**src/rtl/arbitro_pkg.sv**
```systemverilog
// Shared constants and types for the division-core arbiter.
// Defaults match the speed datapath: 4 requesters, half-precision floats.
package arbitro_pkg;
  localparam int DEF_NUM_REQ    = 4;
  localparam int DEF_DATA_W     = 16;
  localparam int DEF_FIFO_DEPTH = 16;

  function automatic int tag_w(input int n);
    return (n > 1) ? $clog2(n) : 1;
  endfunction

  localparam int DEF_TAG_W = tag_w(DEF_NUM_REQ);

  // Issue-stage record for the default configuration.
  typedef struct packed {
    logic [DEF_DATA_W-1:0] a;
    logic [DEF_DATA_W-1:0] b;
    logic [DEF_TAG_W-1:0]  tag;
  } issue_t;
endpackage

```
**src/rtl/fifo_etiquetas.sv**
```systemverilog
// In-order tag FIFO; push and pop may coincide at any occupancy.
// When empty, a same-cycle push is visible on dout so it can be popped at once.
module fifo_etiquetas
  import arbitro_pkg::*;
#(
  parameter  int DEPTH = DEF_FIFO_DEPTH,
  parameter  int W     = DEF_TAG_W,
  localparam int AW    = $clog2(DEPTH),
  localparam int CW    = AW + 1
) (
  input  logic          clock,
  input  logic          reset_n,
  input  logic          push,
  input  logic [W-1:0]  din,
  input  logic          pop,
  output logic [W-1:0]  dout,
  output logic [CW-1:0] count,
  output logic          full,
  output logic          empty
);
  logic [W-1:0]  mem [DEPTH];
  logic [AW-1:0] wr_ptr, rd_ptr;

  always_ff @(posedge clock)
    if (push) mem[wr_ptr] <= din;

  always_ff @(posedge clock) begin
    if (!reset_n) begin
      wr_ptr <= '0;
      rd_ptr <= '0;
      count  <= '0;
    end else begin
      if (push) wr_ptr <= wr_ptr + AW'(1);
      if (pop)  rd_ptr <= rd_ptr + AW'(1);
      count <= count + CW'(push) - CW'(pop);
    end
  end

  assign empty = (count == '0);
  assign full  = (count == CW'(DEPTH));
  assign dout  = empty ? din : mem[rd_ptr];
endmodule

```
**src/rtl/arbitro_division.sv**
```systemverilog
// Round-robin arbiter sharing one pipelined division core among NUM_REQ requesters.
// Tags follow the core through an in-order FIFO so each quotient returns to its issuer.
module arbitro_division
  import arbitro_pkg::*;
#(
  parameter int NUM_REQ    = DEF_NUM_REQ,
  parameter int DATA_W     = DEF_DATA_W,
  parameter int FIFO_DEPTH = DEF_FIFO_DEPTH
) (
  input  logic                      clock,
  input  logic                      reset_n,
  input  logic [NUM_REQ-1:0]        req_valid,
  output logic [NUM_REQ-1:0]        req_ready,
  input  logic [NUM_REQ*DATA_W-1:0] req_a,
  input  logic [NUM_REQ*DATA_W-1:0] req_b,
  output logic [NUM_REQ-1:0]        resp_valid,
  output logic [DATA_W-1:0]         resp_data,
  output logic                      div_a_tvalid,
  output logic                      div_b_tvalid,
  output logic [DATA_W-1:0]         div_a_tdata,
  output logic [DATA_W-1:0]         div_b_tdata,
  input  logic                      div_a_tready,
  input  logic                      div_b_tready,
  input  logic                      div_result_tvalid,
  input  logic [DATA_W-1:0]         div_result_tdata,
  output logic                      busy,
  output logic                      error
);
  localparam int TAG_W = tag_w(NUM_REQ);
  localparam int CNT_W = $clog2(FIFO_DEPTH) + 1;

  typedef struct packed {
    logic [DATA_W-1:0] a;
    logic [DATA_W-1:0] b;
    logic [TAG_W-1:0]  tag;
  } stage_t;

  logic [NUM_REQ-1:0][DATA_W-1:0] a_arr, b_arr;
  stage_t           stage;
  logic             stage_full, core_acc, stage_free, can_grant, hit, xfer;
  logic [TAG_W-1:0] ptr, cand_idx, idx, tag_out;
  logic [TAG_W:0]   sum;
  logic             push, pop, orphan, fifo_full, fifo_empty;
  logic [CNT_W-1:0] fifo_cnt, blank_cnt;
  logic [CNT_W:0]   inflight;

  assign a_arr = req_a;
  assign b_arr = req_b;

  assign core_acc   = stage_full & div_a_tready & div_b_tready;
  assign stage_free = ~stage_full | core_acc;
  assign push       = core_acc;
  assign pop        = div_result_tvalid & (~fifo_empty | push);
  assign orphan     = div_result_tvalid & fifo_empty & ~push;

  // A result popping this cycle frees its slot for a grant in the same cycle.
  assign inflight  = {1'b0, fifo_cnt} + {{CNT_W{1'b0}}, stage_full} - {{CNT_W{1'b0}}, pop};
  assign can_grant = reset_n & stage_free & (inflight < (CNT_W+1)'(FIFO_DEPTH));
  assign xfer      = can_grant & hit;
  assign req_ready = xfer ? (NUM_REQ'(1) << cand_idx) : '0;

  always_comb begin
    hit      = 1'b0;
    cand_idx = '0;
    sum      = '0;
    idx      = '0;
    for (int k = 0; k < NUM_REQ; k++) begin
      sum = {1'b0, ptr} + (TAG_W+1)'(k);
      if (sum >= (TAG_W+1)'(NUM_REQ)) sum = sum - (TAG_W+1)'(NUM_REQ);
      idx = sum[TAG_W-1:0];
      if (!hit && req_valid[idx]) begin
        hit      = 1'b1;
        cand_idx = idx;
      end
    end
  end

  always_ff @(posedge clock) begin
    if (!reset_n) begin
      stage      <= '0;
      stage_full <= 1'b0;
      ptr        <= '0;
    end else if (xfer) begin
      stage      <= '{a: a_arr[cand_idx], b: b_arr[cand_idx], tag: cand_idx};
      stage_full <= 1'b1;
      ptr        <= (cand_idx == TAG_W'(NUM_REQ-1)) ? '0 : cand_idx + TAG_W'(1);
    end else if (core_acc) begin
      stage_full <= 1'b0;
    end
  end

  assign div_a_tvalid = stage_full;
  assign div_b_tvalid = stage_full;
  assign div_a_tdata  = stage.a;
  assign div_b_tdata  = stage.b;

  fifo_etiquetas #(.DEPTH(FIFO_DEPTH), .W(TAG_W)) u_tags (
    .clock   (clock),
    .reset_n (reset_n),
    .push    (push),
    .din     (stage.tag),
    .pop     (pop),
    .dout    (tag_out),
    .count   (fifo_cnt),
    .full    (fifo_full),
    .empty   (fifo_empty)
  );

  // Stale results from before a reset are swallowed until the core pipeline drains.
  always_ff @(posedge clock) begin
    if (!reset_n) begin
      blank_cnt  <= CNT_W'(FIFO_DEPTH);
      error      <= 1'b0;
      resp_valid <= '0;
      resp_data  <= '0;
    end else begin
      if (blank_cnt != '0) blank_cnt <= blank_cnt - CNT_W'(1);
      if (orphan && blank_cnt == '0) error <= 1'b1;
      resp_valid <= pop ? (NUM_REQ'(1) << tag_out) : '0;
      if (pop) resp_data <= div_result_tdata;
    end
  end

  assign busy = stage_full | ~fifo_empty;

  a_no_overflow: assert property (@(posedge clock) disable iff (!reset_n)
    !(fifo_full && push && !pop));
endmodule

```
**config.mk**
```make
export PLATFORM = sky130hd
export DESIGN_NAME = arbitro_division
export DESIGN_NICKNAME = d
export VERILOG_FILES = /design/src/rtl/arbitro_pkg.sv /design/src/rtl/fifo_etiquetas.sv /design/src/rtl/arbitro_division.sv
export SDC_FILE = /design/constraint.sdc
export NUM_CORES = 1
export LEC_CHECK = 0
export CAP_MARGIN = 20
export CORE_UTILIZATION = 41
export DETAILED_ROUTE_END_ITERATION = 6
export GPL_TIMING_DRIVEN = 1
export PLACE_DENSITY = 0.75
export SYNTH_ARGS = -nofsm -noshare
export SYNTH_HDL_FRONTEND = slang
export SYNTH_SLANG_ARGS = --single-unit
```
**constraint.sdc**
```tcl
create_clock -name clock -period 5.73 [get_ports clock]
set_clock_uncertainty 0.05 [all_clocks]
set_input_delay 1.719 -clock clock [delete_from_list [all_inputs] [get_ports clock]]
set_output_delay 1.719 -clock clock [all_outputs]
set_load 0.02 [all_outputs]
```
Yosys cells after proc, flatten, opt, wreduce, memory -nomap -nowiden
Memory sizes are Yosys's and may differ from the RTL's. A register that Yosys moved wholly into a read port is not among the register bits.
Cells that the tools add are included.
{ "totals": {"reg_bits": 76, "ramBits": 32, "input_bits": 153, "word_cells": 100, "memories": 1} }
{ "classes": {"add_sub_neg": 15, "n_lt_le_gt_ge": 10, "eq_ne": 1, "n_shift": 2, "n_mux": 33, "bitwise_logic": 14, "reduce_logical": 12} }
{ "memory_table": {"columns": ["memory", "depth", "word_bits", "read_ports", "rd_ports_with_merged_regs", "wr", "line", "source"], "rows": [
  ["u_tags.mem", 16, 2, 1, 1, 1, "fifo_etiquetas.sv:21", "logic [W-1:0] mem [DEPTH];"]
]} }
{ "ops": {"columns": ["operator", "n"], "rows": [
  ["16-bit binary-select mux with 2-bit select", 2],
  ["16-bit two-way mux", 2],
  ["2-bit two-way mux", 10],
  ["2-bit by 3-bit less-than comparator with 1-bit output, second input constant", 5],
  ["1-bit two-way mux", 12],
  ["4-bit two-way mux", 3],
  ["5-bit zero test", 2],
  ["3-bit greater-or-equal comparator, second input constant", 3],
  ["4-bit by 1-bit adder with 4-bit output, second input constant", 2],
  ["1-bit AND", 8],
  ["1-bit binary-select mux with 2-bit select", 4],
  ["1-bit by 2-bit << shifter with 4-bit output, first input constant", 2],
  ["2-bit by 1-bit subtractor with 2-bit output, second input constant", 4],
  ["2-bit by 2-bit adder with 3-bit output, second input constant", 2],
  ["5-bit by 1-bit adder with 6-bit output", 1],
  ["6-bit by 5-bit less-than comparator with 1-bit output, second input constant", 1],
  ["6-bit by 1-bit subtractor with 6-bit output", 1],
  ["5-bit by 1-bit adder with 5-bit output", 1],
  ["5-bit nonzero test", 1],
  ["5-bit by 1-bit subtractor with 5-bit output", 1],
  ["5-bit by 1-bit subtractor with 5-bit output, second input constant", 1],
  ["1-bit logical AND", 4],
  ["2-bit by 1-bit adder with 3-bit output, second input constant", 1],
  ["2-bit by 3-bit greater-or-equal comparator with 1-bit output, second input constant", 1],
  ["7 further kinds", 13]
]} }

Longest topological paths before layout
Gate-level depths: netlist of run 1.
{ "depth": {"ltp_word": 16, "ltp_mapped": 18, "depth_no_buf": 15} }

Cells and area by module
Synthesis of run 1 repeated with hierarchy kept, for this count alone.
{ "hier_totals": {"hier_cells": 628, "hier_area_um2": 6117.1} }
{ "modules_own_cells": {"columns": ["module", "instances", "cells_per_inst", "area_per_inst_um2", "seq_area_each_um2"], "rows": [
  ["arbitro_division", 1, 474, 3936.3, 1261.2],
  ["fifo_etiquetas", 1, 154, 2180.8, 1301.2]
]} }

Worst setup path after synthesis of run 1
OpenSTA, ideal clock, no wires.
{ "synth_timing": {"path_kind": "input to output", "from": "in div_b_tready", "to": "out req_ready[0]", "arrival_ns": 3.991, "required_ns": 3.961, "path_slack_ns": -0.030, "path_stages": 14, "n_path_buf": 3, "path_cell_list": "and3_1 > o21ai_4 > inv_2 > buf_6 > buf_2 > ha_1 > inv_1 > ha_1 > nor3_1 > a22oi_1 > mux2i_1 > clkbuf_1 > nor2_1 > and2_1"} }
{ "synth_between": {"elab_chain_len": 8, "elab_cells_between_ends": 10, "cone_classes": "add/sub: 1; order compare: 1; mux: 1; bitwise: 7"} }
{ "synth_lines": {"columns": ["element", "line", "source"], "rows": [
  ["start: declaration", "arbitro_division.sv:23", "input logic div_b_tready,"],
  ["1-bit AND (*)", "arbitro_division.sv:50", "assign core_acc = stage_full & div_a_tready & div_b_tready;"],
  ["1-bit OR", "arbitro_division.sv:53", "assign pop = div_result_tvalid & (~fifo_empty | push);"],
  ["1-bit AND", "arbitro_division.sv:53", null],
  ["6-bit by 1-bit subtractor with 6-bit output", "arbitro_division.sv:57", "assign inflight = {1'b0, fifo_cnt} + {{CNT_W{1'b0}}, stage_full} - {{CNT_W{1'b0}}, pop};"],
  ["6-bit by 5-bit less-than comparator with 1-bit output", "arbitro_division.sv:58", "assign can_grant = reset_n & stage_free & (inflight < (CNT_W+1)'(FIFO_DEPTH));"],
  ["1-bit AND (*)", "arbitro_division.sv:58", null],
  ["1-bit AND (*)", "arbitro_division.sv:59", "assign xfer = can_grant & hit;"],
  ["4-bit two-way mux (*)", "arbitro_division.sv:60", "assign req_ready = xfer ? (NUM_REQ'(1) << cand_idx) : '0;"],
  ["end: declaration", "arbitro_division.sv:13", "output logic [NUM_REQ-1:0] req_ready,"]
]} }
Mark *: on every way between the ends. The rest lies on a longest branch, timed or not.

Worst setup path in the final report of run 1
{ "layout_timing": {"from": "in div_a_tready", "to": "out req_ready[2]"} }
{ "layout_between": {"elab_chain_len": 9, "elab_cells_between_ends": 11, "cone_classes": "add/sub: 1; order compare: 1; mux: 1; bitwise: 8"} }
{ "layout_lines": {"columns": ["element", "line", "source"], "rows": [
  ["start: declaration", "arbitro_division.sv:22", "input logic div_a_tready,"],
  ["1-bit AND (*) (2 in a row)", "arbitro_division.sv:50", null],
  ["1-bit OR", "arbitro_division.sv:53", null],
  ["1-bit AND", "arbitro_division.sv:53", null],
  ["6-bit by 1-bit subtractor with 6-bit output", "arbitro_division.sv:57", null],
  ["6-bit by 5-bit less-than comparator with 1-bit output", "arbitro_division.sv:58", null],
  ["1-bit AND (*)", "arbitro_division.sv:58", null],
  ["1-bit AND (*)", "arbitro_division.sv:59", null],
  ["4-bit two-way mux (*)", "arbitro_division.sv:60", null]
]} }
Marked as above.

==> flow_summary.json, run 1 <==
{
  "status": "complete, no violations",
  "grt_max_degree": 74,
  "synth.avg_cell_area_um2": 9.70,
  "fill_cells": 1301,
  "dp_hpwl_um": 12100,
  "relSlewSlack": 0.389,
  "rsz0062_at_grt": "false",
  "synth_commonest_cells": "dfxtp_1 (80), a211oi_1 (64), o21a_1 (64)",
  "final_layout_size_suffix_gt1_frac": 0.0928,
  "power_density_nw_per_um2": 449,
  "finalHoldViolations": 0,
  "io_pins": 213,
  "slowest_delay_ps": 300,
  "synth_top_cell_area_share": 0.263,
  "ys_async_sr_fraction": 0,
  "antenna_found_initial": 0,
  "slowest_stage": "mux2i_4",
  "yosysMostFrequentCell": "dfxtp_1",
  "finalMaxSlewViolations": 0,
  "finalWorstSetupSlack_ps": 200,
  "numPortBuffers": 212,
  "grt_usage": 0.219,
  "r2r_end": "div_b_tdata[2]",
  "synth_area_leader_cell": "dfxtp_1",
  "cp_top_family": "buffers and inverters",
  "first_iter_violations": 227,
  "syn-num-nets": 799,
  "syn_area_um2": 6090,
  "place_area_um2": 8120,
  "hold_class": "reg2reg",
  "cp_num_buf_inv": 4,
  "htreeDepth": 3,
  "cp.depth": 13,
  "yosys_warnings": 0,
  "crit_top_cell": "ha_4",
  "ys_types": 55,
  "whs_path_depth": 2,
  "synth-edff-count": 32,
  "cts_root_buffer": "clkbuf_16",
  "drv_cap": 0,
  "path_clk_slew_ps": 80,
  "cts_buffers": 9,
  "dieArea_um2": 15400,
  "ys_seq_elements": 112,
  "r2r-start": "u_tags.count[2]",
  "criticalPathCategory": "in2out",
  "fp.dieW_um": 124,
  "period_needed_ps": 5530,
  "viasPerCell": 5.43,
  "grt_pass1_vias": 5318,
  "ant_nets": 0,
  "finalWirelength_um": 16600,
  "rr_worst_depth": 15,
  "n_antenna_cell": 0,
  "start_util": 0.419,
  "place_ws_ps": -698,
  "hold_buffers": 0,
  "synth_cells": 628,
  "required_ps": 3960,
  "startpoint_type": "primary input",
  "tightestPinTransition_ps": 903,
  "min_to": "resp_data[14]",
  "clkSinkCount": 112,
  "clk_path_buf_depth": 2,
  "grt-ovfl-total": 0,
  "end_kind": "output port",
  "synth_ff_type": "dfxtp_1",
  "drc": 0,
  "cp_max_fo": 4,
  "holdCritStartpoint": "resp_data[14]",
  "final_nets": 953,
  "core_area_um2": 14500,
  "num_rows": 44,
  "stdcell_area_um2": 8450,
  "setup_viol": 0,
  "synthToLayoutAreaGrowth_pct": 38.7,
  "routabilityCongestion": 0.850,
  "synthTopCellsByArea": "dfxtp_1 (26%), edfxtp_1 (16%), a211oi_1 (7.9%)",
  "p_leak_nw": 2.96,
  "worst_hold_slack_ps": 423,
  "die_y_um": 124,
  "r2r_slack_ps": 1940,
  "vias": 5268,
  "period_share": 0.965,
  "fmax_mhz": 181,
  "crit_chain": "dlygate4sd2_1 > and3_4 > o21ai_4 > inv_2 > ha_4 > inv_1 > ha_4 > nand3b_1 > a22oi_2 > mux2i_4 > nor2_4 > and2_4 > buf_4",
  "seq_area_frac_synth": 0.421,
  "ir_worst_vdd_mv": 0.173,
  "avgRoutedWirePerCell_um": 17.1,
  "grt_pass1_wl_um": 25700,
  "cp.arrival_ps": 3760,
  "insertion_delay_ps": 350,
  "tritoncts": "yes",
  "first_pass_iters": 4
}
==> worst max path at each step <==
stage / from / end / slack (ps)
after global routing: div_a_tready / req_ready[2] / 100
after detailed placement: div_b_tready / req_ready[2] / -700
final: div_a_tready / req_ready[2] / 200
after global placement: div_b_tready / req_ready[3] / -650
after CTS: div_result_tvalid / req_ready[2] / 50
after floorplan: div_b_tready / req_ready[0] / 80
==> report_power, final <==
part | internal [mW] | total, mW | switching, mW | leakage [nW]
clock | 0.313 | 0.612 | 0.299 | 0.140
combinational | 0.891 | 1.97 | 1.08 | 1.87
sequential | 1.04 | 1.20 | 0.169 | 0.951
total | 2.24 | 3.79 | 1.55 | 2.96
==> what timing repair did <==
action / in CTS / in global routing
setup buffers: 1 / 0
resized for setup: 33 / 1
setup endpoints to repair: 4 / 4
hold endpoints to repair: 0 / 0
pin swaps: 7 / 0
==> final cells by class <==
type / count / area, um^2 / area share
inverter: 20 / 75.1 / 0.00888
sequential: 112 / 2560 / 0.303
tap: 184 / 230 / 0.0272
multi-input combinational: 406 / 3030 / 0.358
timing repair buffer: 233 / 2270 / 0.268
clock inverter: 6 / 51.3 / 0.00607
clock buffer: 10 / 239 / 0.0283
==> state kept, by name, summed over array words and instances, names as in the netlist, 2 cells and up, named ones only <==
| signal | flops |
|---|---|
| u_tags.mem | 32 |
| div_a_tdata | 16 |
| div_b_tdata | 16 |
| resp_data | 16 |
| blank_cnt | 5 |
| u_tags.count | 5 |
| resp_valid | 4 |
| u_tags.rd_ptr | 4 |
| u_tags.wr_ptr | 4 |
| ptr | 2 |
| stage | 2 |
==> cell usage in the layout (no fill, tap or decap), types with 4 or more instances in the layout <==
master,netlist,layout
inv_1,19,19
edfxtp_1,32,32
clkbuf_16,0,9
o211ai_1,35,35
o21a_1,64,64
ha_1,17,15
xnor2_1,11,11
buf_4,35,24
dfxtp_1,80,80
and2_1,15,13
nand2b_1,4,4
o21ai_0,4,4
or2_2,4,4
nor3_1,6,6
nor2b_1,7,7
o31ai_1,32,32
a21oi_1,5,5
mux4_2,8,8
a21boi_0,18,18
nor2_1,29,27
clkdlybuf4s50_1,0,204
nand2_1,50,50
a211oi_1,64,64
==> worst register-to-register path, cell delays in order (launching register included) <==
cell	delay, ps
dfxtp_1	320
inv_1	80
ha_1	170
or4b_1	610
o21ai_4	200
inv_2	70
ha_4	160
inv_1	90
ha_4	140
nand3b_1	90
a22oi_2	220
mux2i_4	300
buf_4	410
or2_2	220
buf_4	350
o31ai_1	180
==> through the flow <==
stage,utilization,instances,total power [mW],setup TNS [ps]
final,0.582,971,3.79,0
after global routing,0.582,971,4.04,0
after CTS,0.581,971,3.82,0
after detailed placement,0.559,955,3.17,-2770
after global placement,0.559,955,3.10,-2570
after floorplan,-,628,2.55,0
==> kinds of logic after synthesis <==
kind of cell | after synthesis | synth area share
xor+xnor | 12 | 0.0172
flops | 112 | 0.421
buf+inv | 110 | 0.0963
compound gates | 237 | 0.293
fa+ha+maj | 18 | 0.0382
mux | 12 | 0.0365
simple gates | 127 | 0.0986
==> metal layers <==
layer  GRT usage  share of wire  vias up
li1            -              -     2590
met1       0.227           0.39     2492
met2       0.411           0.53      155
met3      0.0641          0.060       31
met4      0.0826          0.025        0
met5           0              0        -
No activity file was read; power rests on OpenSTA's default activity.
==> run 2: changes to the inputs <==
CORE_MARGIN = 1   (was not set)
PLACE_DENSITY = 0.77   (was 0.75)
==> run 2 against run 1 <==
Maximum frequency down 0.57%. Combinational power about the same. Via count up 0.34%. Worst hold slack worse by 20 ps. Utilization up 0.24 points. Register-to-register slack worse by 40 ps. Clock power down 3%. Non-clock buffer count up 2. Power about the same. First-iteration DRC count up 17%. Final area up 0.41%. Cell count up 0.21%. Critical endpoint is now req_ready[1]. Largest cell class unchanged.
==> flow_summary.json, run 2 (synthesis results as in run 1) <==
{
  "status": "complete, no violations",
  "finalWorstSetupSlack_ps": 169,
  "cp_max_fo": 4,
  "cts_buffers": 9,
  "crit_top_cell": "ha_4",
  "drc": 0,
  "first_pass_iters": 4,
  "tns_ps": 0,
  "tritoncts": "yes",
  "grtUsageMet3": 0.0673,
  "path_clk_slew_ps": 70,
  "criticalPathCategory": "in2out",
  "period_needed_ps": 5560,
  "final_cell_mix": "clkdlybuf4s50_1 (204), dfxtp_1 (80), o21a_1 (64), a211oi_1 (64), nand2_1 (50)",
  "stdcell_area_um2": 8490,
  "period_share": 0.971,
  "grt_max_degree": 74,
  "whs_path_depth": 2,
  "hold_buffers": 0,
  "grt-ovfl-total": 0,
  "slowest_delay_ps": 240,
  "cts_root_buffer": "clkbuf_16",
  "totalPowerFinal_mw": 3.79,
  "largest_reg_flops": 32,
  "first_iter_violations": 265,
  "grt_util_met1": 0.240,
  "cp_num_buf_inv": 5,
  "cp.arrival_ps": 3790,
  "relSlewSlack": 0.429,
  "instances_no_fill": 973,
  "die_y_um": 124,
  "clk_path_buf_depth": 2,
  "start_util": 0.419,
  "power_density_nw_per_um2": 447,
  "finalMaxSlewViolations": 0,
  "io_pins": 213,
  "dp_hpwl_um": 11800,
  "num_rows": 44,
  "htreeDepth": 3,
  "hold_class": "reg2reg",
  "ir_worst_vdd_mv": 0.237,
  "grtUsageMet2": 0.378,
  "regMostFlops": "u_tags.mem",
  "antenna_found_initial": 0,
  "grt_pass1_wl_um": 25100,
  "cp_top_family": "buffers and inverters",
  "dieArea_um2": 15400,
  "core_area_um2": 14500,
  "avgRoutedWirePerCell_um": 16.7,
  "slowest_stage": "dlygate4sd2_1",
  "rsz0062_at_grt": "false",
  "drv_cap": 0,
  "finalWirelength_um": 16300,
  "ant_nets": 0,
  "cp.depth": 14,
  "startpoint_type": "primary input",
  "r2r_end": "div_a_tvalid",
  "top_usage_layer": "met2",
  "rr_worst_depth": 16,
  "placed_cells": 956,
  "vias": 5286,
  "finalHoldViolations": 0,
  "final_layout_size_suffix_gt1_frac": 0.0989,
  "synthToLayoutAreaGrowth_pct": 39.3,
  "required_ps": 3960,
  "fill_cells": 1245,
  "final_nets": 955,
  "endpoint": "req_ready[1]",
  "numPortBuffers": 212,
  "setup_viol": 0,
  "clkSinkCount": 112,
  "p_leak_nw": 2.98,
  "startpoint": "div_a_tready",
  "viasPerCell": 5.43,
  "fmax_mhz": 180,
  "final_common_cell": "clkdlybuf4s50_1",
  "tightestPinTransition_ps": 845,
  "crit_chain": "dlygate4sd2_1 > and3_4 > o21ai_4 > inv_2 > ha_4 > inv_1 > ha_4 > nand3b_1 > a22oi_2 > buf_4 > mux2i_4 > nor2_4 > and2_4 > buf_6",
  "insertion_delay_ps": 350,
  "fp.dieW_um": 124,
  "routabilityCongestion": 0.795,
  "r2r-start": "u_tags.count[3]",
  "place_ws_ps": -607,
  "n_antenna_cell": 0,
  "end_kind": "output port",
  "r2r_slack_ps": 1900,
  "place_area_um2": 8140,
  "grt_pass1_vias": 5161,
  "grt_usage": 0.212
}
[run 2: changes by cell type in the layout (fill, tap and decap cells not counted), sizes merged]
| cell | previous run | this run |
|---|---|---|
| buf | 26 | 28 |
| inv | 23 | 22 |
| clkinvlp | 1 | 2 |
| clkbuf | 10 | 9 |
| clkinv | 2 | 3 |
[run 2: repair_timing]
action | in CTS | in global routing
resized for setup | 36 | 2
setup endpoints to repair | 4 | 4
endpoints found under the hold margin | 0 | 0
pin swaps | 4 | 0
buffers inserted | 1 | 0
[run 2: worst min path at each step]
stage | start | to | slack (ps)
5_1_grt | blank_cnt[4] | blank_cnt[4] | 420
2_1_floorplan | blank_cnt[4] | blank_cnt[4] | 380
3_5_place_dp | blank_cnt[4] | blank_cnt[4] | 390
4_1_cts | blank_cnt[4] | blank_cnt[4] | 400
6_report | blank_cnt[4] | blank_cnt[4] | 400
3_3_place_gp | blank_cnt[4] | blank_cnt[4] | 390
[run 2: where the power goes]
group          internal [mW]  switching (mW)  total, mW
registers               1.03           0.165       1.20
logic                  0.916            1.08       2.00
clock network          0.299           0.294      0.593
[run 2: worst register-to-register path, stage by stage (launching register included)]
cell and delay (ps):
dfxtp_1 310, inv_1 80, ha_1 170, or4b_1 620, o21ai_4 210, inv_2 70, ha_4 160, inv_1 90
ha_4 140, nand3b_1 100, a22oi_2 160, buf_4 150, mux2i_4 250, buf_4 410, or2_2 440, buf_12 220
a21boi_0 100
[run 2: metrics by stage]
stage / utilization / hold WS, ps
final: 0.584 / 403
after global routing: 0.584 / 420
after CTS: 0.584 / 403
after detailed placement: 0.560 / 393
after global placement: 0.560 / 391
after floorplan: - / 381
[run 2: final cells by class]
cell class | count | area [um^2] | area share
clock inverter | 7 | 56.3 | 0.00663
timing repair buffer | 235 | 2310 | 0.272
clock buffer | 9 | 225 | 0.0265
inverter | 20 | 75.1 | 0.00884
tap | 184 | 230 | 0.0271
multi-input combinational | 406 | 3030 | 0.357
sequential | 112 | 2560 | 0.302
[run 2: layer usage]
layer	share of wire	up-vias	wire length (um)
met5	0	-	0
met4	0.015	0	239
met3	0.071	17	1160
met2	0.51	177	8240
met1	0.41	2507	6660
li1	-	2585	-
==> run 3: changes to the inputs <==
TNS_END_PERCENT = 20   (was not set)
==> results of run 3 <==
Same layout as run 2: the final DEF is identical, and so are final timing and power.
